===== src/rtl/window_sum_pipe.sv =====
// window_sum_pipe -- pipelined signed adder tree over one window of elements.
//
// Sums N_ELEM packed two's-complement elements into one signed result. Level 0
// registers the sliced elements; each of the LOG2N following levels registers
// the adjacent pairwise sums (2j + 2j+1) of the level before it, growing one
// bit per level so nothing can overflow inside the tree. The last level feeds
// a combinational narrowing step onto out_sum.
//
// Flow control is a single global advance: every level moves forward together
// whenever the output is empty or being consumed, otherwise everything holds.
// Bubbles travel with the data and are never squeezed out.
//
// Configuration macro:
//   WINDOW_SUM_SAT_EN  defined   : narrowing saturates to the OUT_W signed range
//                      undefined : narrowing keeps the low OUT_W bits (wraps)
//   Either way the macro is irrelevant when OUT_W >= IN_W + LOG2N.
//
// Ports:
//   clk        rising-edge clock
//   rst_n      asynchronous active-low reset
//   in_valid   window on in_data is valid
//   in_ready   block accepts in_data this cycle (= advance)
//   in_data    element i at in_data[IN_W*i +: IN_W]
//   out_valid  out_sum is valid
//   out_ready  consumer accepts out_sum
//   out_sum    signed window sum, OUT_W bits

// Sign-extending two-input adder: one instance per pair at every tree level.
module window_sum_add2 #(
   parameter int W = 32
) (
   input  logic [W-1:0] a,
   input  logic [W-1:0] b,
   output logic [W:0]   sum
);
   assign sum = {a[W-1], a} + {b[W-1], b};
endmodule

module window_sum_pipe #(
   parameter int N_ELEM = 8,
   parameter int IN_W   = 32,
   parameter int OUT_W  = 32
) (
   input  logic                   clk,
   input  logic                   rst_n,
   input  logic                   in_valid,
   output logic                   in_ready,
   input  logic [N_ELEM*IN_W-1:0] in_data,
   output logic                   out_valid,
   input  logic                   out_ready,
   output logic [OUT_W-1:0]       out_sum
);
   localparam int LOG2N  = $clog2(N_ELEM);
   localparam int FULL_W = IN_W + LOG2N;

   logic adv;

   // One valid bit per level; bit LOG2N is the output valid.
   logic [LOG2N:0] vld_pipe_q, vld_pipe_d;

   assign out_valid = vld_pipe_q[LOG2N];
   // Advance when the output slot is empty or being drained this cycle.
   assign adv       = out_ready | ~out_valid;
   assign in_ready  = adv;

   always_comb begin
      vld_pipe_d = vld_pipe_q;
      if (adv) vld_pipe_d = {vld_pipe_q[LOG2N-1:0], in_valid};
   end

   always_ff @(posedge clk or negedge rst_n) begin
      if (!rst_n) vld_pipe_q <= '0;
      else        vld_pipe_q <= vld_pipe_d;
   end

   // Tree levels: level k holds N_ELEM>>k values of IN_W+k bits.
   for (genvar k = 0; k <= LOG2N; k++) begin : g_lvl
      localparam int W = IN_W + k;
      localparam int N = N_ELEM >> k;

      logic [W-1:0] val_q [N];
      logic [W-1:0] val_d [N];

      if (k == 0) begin : g_load
         always_comb begin
            for (int j = 0; j < N; j++) begin
               val_d[j] = val_q[j];
               if (adv) val_d[j] = in_data[IN_W*j +: IN_W];
            end
         end
      end else begin : g_add
         logic [W-1:0] pair_sum [N];

         for (genvar j = 0; j < N; j++) begin : g_pair
            window_sum_add2 #(.W(W-1)) u_add (
               .a   (g_lvl[k-1].val_q[2*j]),
               .b   (g_lvl[k-1].val_q[2*j+1]),
               .sum (pair_sum[j])
            );
         end

         always_comb begin
            for (int j = 0; j < N; j++) begin
               val_d[j] = val_q[j];
               if (adv) val_d[j] = pair_sum[j];
            end
         end
      end

      always_ff @(posedge clk or negedge rst_n) begin
         if (!rst_n) begin
            for (int j = 0; j < N; j++) val_q[j] <= '0;
         end else begin
            for (int j = 0; j < N; j++) val_q[j] <= val_d[j];
         end
      end
   end

   // Final narrowing of the full-precision sum.
   logic [FULL_W-1:0] full_sum;
   assign full_sum = g_lvl[LOG2N].val_q[0];

   if (OUT_W >= FULL_W) begin : g_ext
      assign out_sum = OUT_W'($signed(full_sum));
   end else begin : g_narrow
`ifdef WINDOW_SUM_SAT_EN
      // The value fits when every bit from the OUT_W sign position upward
      // agrees; otherwise clamp toward the sign of the full sum.
      logic [FULL_W-OUT_W:0] top_bits;
      logic                  fits;

      assign top_bits = full_sum[FULL_W-1:OUT_W-1];
      assign fits     = (&top_bits) | ~(|top_bits);

      always_comb begin
         out_sum = full_sum[OUT_W-1:0];
         if (!fits) begin
            if (full_sum[FULL_W-1]) out_sum = {1'b1, {(OUT_W-1){1'b0}}};
            else                    out_sum = {1'b0, {(OUT_W-1){1'b1}}};
         end
      end
`else
      // Modulo 2^OUT_W, identical to an OUT_W-bit adder tree.
      assign out_sum = OUT_W'(full_sum);
`endif
   end

endmodule


===== config.mk =====
export PLATFORM = sky130hd
export DESIGN_NAME = window_sum_pipe
export DESIGN_NICKNAME = d
export VERILOG_FILES = /design/src/rtl/window_sum_pipe.sv
export SDC_FILE = /design/constraint.sdc
export NUM_CORES = 1
export LEC_CHECK = 0
export BUFFER_PORTS_ARGS = -buffer_cell sky130_fd_sc_hd__buf_4
export CORE_MARGIN = 2
export CORE_UTILIZATION = 55
export CTS_BUF_LIST = sky130_fd_sc_hd__clkbuf_8
export DETAILED_ROUTE_END_ITERATION = 6
export GPL_TIMING_DRIVEN = 0
export PLACE_DENSITY = 0.75
export REMOVE_ABC_BUFFERS = 1
export SYNTH_ARGS = -nofsm -noshare
export SYNTH_HDL_FRONTEND = slang
export SYNTH_SLANG_ARGS = --single-unit

===== constraint.sdc =====
create_clock -name clk -period 4.8 [get_ports clk]
set_clock_uncertainty 0.15 [all_clocks]
set_input_delay 0.96 -clock clk [delete_from_list [all_inputs] [get_ports clk]]
set_output_delay 0.96 -clock clk [all_outputs]
set_load 0.1 [all_outputs]

# [Word level (Yosys, flattened, before mapping)]
# Cells that the tools add are included.
# W data, S select, Z words.
[classes] n_addsub=7 bitwise=2
[op_table] op="$add A32 B32 Y32" n=7
[op_table] op="$not A1 Y1" n=1
[op_table] op="$or A1 B1 Y1" n=1
[word_totals] wordCells=25 inputBits=260 reg_bits=484 output_inout_bits=34

# [Longest topological paths before layout]
[logic_depth] ltp_word=2 ltp_mapped=11 ltp_nobuf=11

# [Modules after synthesis]
# A second synthesis with hierarchy kept.
[unflattened] cells_unflattened=2817 hier_area_um2=33041.7
[by_module_without_submodules] mod="window_sum_pipe" n_inst=1 area_each_um2=20276.9 seq_area_each_um2=12311.8 cells_per_inst=1040
[by_module_without_submodules] mod="window_sum_add2 (g_lvl[1].g_add.g_pair[1].u_add ...)" n_inst=3 area_each_um2=1771.7 seq_area_each_um2=0.0 cells_per_inst=247
[by_module_without_submodules] mod="window_sum_add2 (g_lvl[2].g_add.g_pair[0].u_add)" n_inst=1 area_each_um2=2074.5 seq_area_each_um2=0.0 cells_per_inst=297
[by_module_without_submodules] mod="window_sum_add2 (g_lvl[3].g_add.g_pair[0].u_add)" n_inst=1 area_each_um2=1820.5 seq_area_each_um2=0.0 cells_per_inst=239
[by_module_without_submodules] mod="window_sum_add2 (g_lvl[1].g_add.g_pair[0].u_add)" n_inst=1 area_each_um2=1811.7 seq_area_each_um2=0.0 cells_per_inst=262
[by_module_without_submodules] mod="window_sum_add2 (g_lvl[2].g_add.g_pair[1].u_add)" n_inst=1 area_each_um2=1742.9 seq_area_each_um2=0.0 cells_per_inst=238

# [Least setup slack after synthesis]
# OpenSTA, ideal clock, no wires.
[synth_timing] path_type="reg-to-output" from="register vld_pipe_q[3]" to="output in_ready" arrival_time_ns=2.738 setup_slack_ns=0.952 n_path_buf=4 required_time_ns=3.690 path_stages_with_launch=7 path_cell_list="dfrtp_1 nor2b_1 clkbuf_1 clkbuf_1 inv_2 clkbuf_1 clkbuf_1"
[synth_between] elab_chain_cells=2
[synth_rtl] item="start: declaration" line="59" rtl="logic [LOG2N:0] vld_pipe_q, vld_pipe_d;"
[synth_rtl] item="start signal: assignment" line="73" rtl="else vld_pipe_q <= vld_pipe_d;"
[synth_rtl] item="$not A1 Y1" line="63" rtl="assign adv = out_ready | ~out_valid;"
[synth_rtl] item="$or A1 B1 Y1" line="63"
[synth_rtl] item="end: declaration" line="47" rtl="output logic in_ready,"
# Every way passes these cells.

# [Final worst setup path]
# Ends and elaborated chain as after synthesis.

==> metrics.yaml <==
logic_synthesis:
  yosys_warnings: 0
  synth-edff-count: 0
  ys_ff_latch: 484
  yosysTopAreaCell: "dfrtp_1"
  synthesis.area_um2: 28400
  async_reset_ff_frac: 1.00
  synth.distinct_cells: 78
  ys_top_cells_by_area: "dfrtp_1, nand2_1, ha_1, a21oi_1, o21ai_0"
  syn_area_per_cell_um2: 8.44
  synth_ff_type: "dfrtp_1"
  synth_top_area_share: 0.427
  seq_area_frac_synth: 0.427
  synth_cells: 3362
timing:
  period_share: 0.895
  rsz0062_at_grt: "no"
  hold_viol_final: 0
  slew_violations: 0
  min_period_ns: 4.29
  worstMarginPinSlew_ns: 0.873
  finalHoldWorstSlack_ns: 0.0260
  maxSlewHeadroom: 0.403
  max_freq_mhz: 233
  setup-tns-final_ns: 0
  setup_viol: 0
clocking:
  clock_path_buffers: 3
  clk_pin_slew_ns: 0.06
  cts-resized-gates: 0
  cts_buffers: 87
  insertion_delay_ns: 0.68
  cts_tree: "done"
  clock-root-buffer: "clkbuf_8"
  cts.sink_count: 484
  cts_hold_buf: 0
  cts_setup_buffers: 0
  cts.htree.levels: 3
power:
  ir_drop_mv: 0.419
  powerDensity_nw_per_um2: 815
  power.total_uw: 27000
  p_leak_uw: 0.0165
critical_path:
  cp_cell_sequence: "nor2b_4 > buf_12 > buf_12 > buf_12 > inv_8 > buf_16 > buf_4"
  reg2reg_slack_ns: 0.92
  end_kind: "output port"
  required_ns: 3.69
  cp-start-kind: "flip-flop"
  cp_slowest_stage_delay_ns: 0.51
  crit_top_cell: "buf_12"
  worstSetupPathType: "flip-flop to output port"
  rr_startpoint: "g_lvl[0].val_q[0]"
  crit_slowest_cell: "buf_16"
  reg2reg_to: "g_lvl[1].val_q[28]"
  crit_fanout: 161
  reg2reg_depth: 11
  crit_arrival_ns: 3.18
floorplan:
  placementRows: 83
  core_area_um2: 51200
  fp.dieW_um: 231
  die_h_um: 231
  initial_utilization: 0.554
  io_pins: 294
  die_area_um2: 53400
detailed_routing:
  wirelength_um: 67800
  route.antenna.remaining_nets: 0
  via_per_inst: 5.49
  remaining_drc_errors: 0
  wire_per_inst_um: 15.5
  via_count: 24000
  drt_pass1_iterations: 5
  drtIter0Drc: 1439
finish:
  area_delta_synth_final_pct: 16.7
  drive_above_1_share: 0.127
  fin_area_um2: 33100
  final_nets: 4106
  fin_cells: 4368
run:
  drv_cap: 0
grt:
  overflow: 0
  grt_pass1_vias: 22900
  grt_pass1_wl_um: 113000
  antenna_found_initial: 1
  grt_max_degree: 162
  grt_usage: 0.258
placement:
  postPlaceCellArea_um2: 31400
  post-place-cells: 4213
  dp_hpwl_um: 49700
  io_buffers: 293
  gp_congestion: 0.911
hold_path:
  hold_path.class: "input port to asynchronous set/reset pin"
outcome:
  status: "finished, final reports clean"
==> metal layers <==
metal | vias to the layer above | routed length (um) | GRT usage
met5 | - | 0 | 0
met4 | 0 | 2150 | 0.0903
met3 | 131 | 3330 | 0.0448
met2 | 551 | 30900 | 0.408
met1 | 11200 | 31400 | 0.359
li1 | 12100 | - | -
==> cells by family after synthesis <==
logic type                 share of synthesized area
xor gates and xnor gates                      0.0580
adders and majority gates                      0.101
AOI/OAI and AO/OA                              0.181
muxes                                        0.00198
buffers and inverters                         0.0264
DFF                                            0.427
and+or+nand+nor                                0.205
==> area by class of cell <==
class / instances / area, um2
Timing Repair Buffer: 312 / 2650
Sequential cell: 484 / 12100
Multi-Input combinational cell: 2679 / 15500
Fill cell: 4371 / 18100
Clock buffer: 110 / 1510
Clock inverter: 44 / 240
Inverter: 58 / 225
Tap cell: 680 / 851
Antenna cell: 1 / 2.50
==> placed cells by master, fill, tap and decap left out, drive strengths merged, types with 7 or more instances in the layout <==
cell type,instances
dfrtp,484
nor2b,11
a31oi,30
clkbuf,110
nor3,33
ha,217
nand4,23
o211ai,14
buf,312
a21oi,285
and2,7
o31ai,16
inv,92
nand2,1019
and4,7
nand2b,17
and3,21
a2111oi,7
a221oi,7
o21bai,30
or2,9
o21a,26
a21o,106
nor2,210
xor2,83
fa,7
a211oi,39
o21ai,204
nand3,45
a31o,8
xnor2,105
==> stage by stage <==
step	setup slack, ns	util
5_1_grt	0.236	0.647
3_3_place_gp	-63.87	0.604
3_5_place_dp	0.536	0.613
2_1_floorplan	-34.31	-
4_1_cts	0.383	0.647
6_report	0.505	0.647
==> worst max path at each step <==
stage                  startpoint             endpoint  slack (ns)  depth (start not counted)
floorplan               out_ready  g_lvl[1].val_q[128]      -34.31                          5
global placement        out_ready  g_lvl[1].val_q[128]      -63.87                          6
detailed placement      out_ready             in_ready        0.54                          8
CTS                 vld_pipe_q[3]             in_ready        0.38                          7
global route        vld_pipe_q[3]             in_ready        0.24                          7
finish              vld_pipe_q[3]             in_ready        0.51                          7
==> sequential cells by signal, summed over array words and instances (netlist names) <==
register and count:
vld_pipe_q 4, full_sum 32, g_lvl.val_q 448
==> synthesized netlist by cell type, types with 6 or more instances <==
master / count
o211ai_1: 13
nor4_1: 6
or2_2: 9
o211a_1: 6
nand4_1: 23
ha_1: 217
and4_1: 7
nor3_1: 32
o21bai_1: 30
clkbuf_1: 132
o21ai_0: 187
nand2_1: 1019
a211oi_1: 37
nand2b_1: 17
nand3_1: 45
a21oi_1: 284
nor2b_1: 11
a31o_2: 8
and3_1: 21
a41oi_1: 6
nor2_1: 210
inv_1: 57
a21o_1: 106
o21ai_1: 16
xnor2_1: 105
a221oi_1: 7
or3_1: 6
dfrtp_1: 484
and2_1: 7
buf_1: 7
fa_1: 7
o31ai_1: 16
o21a_1: 26
xor2_1: 83
a31oi_1: 29
==> worst max-delay path, delay by kind of cell (launching register included) <==
kind | cells | cell delay [ns]
AND/OR/NAND/NOR | 1 | 0.16
flip-flops | 1 | 0.40
buffers and inverters | 6 | 1.89
==> where the power goes <==
group	total [uW]	switching [uW]	leakage (uW)	internal, uW
clock	3870	1710	0.00102	2160
sequential	6880	1060	0.00571	5830
combinational	16300	9830	0.00978	6430
total	27000	12600	0.0165	14400
No activity file was read; power rests on OpenSTA's default activity.
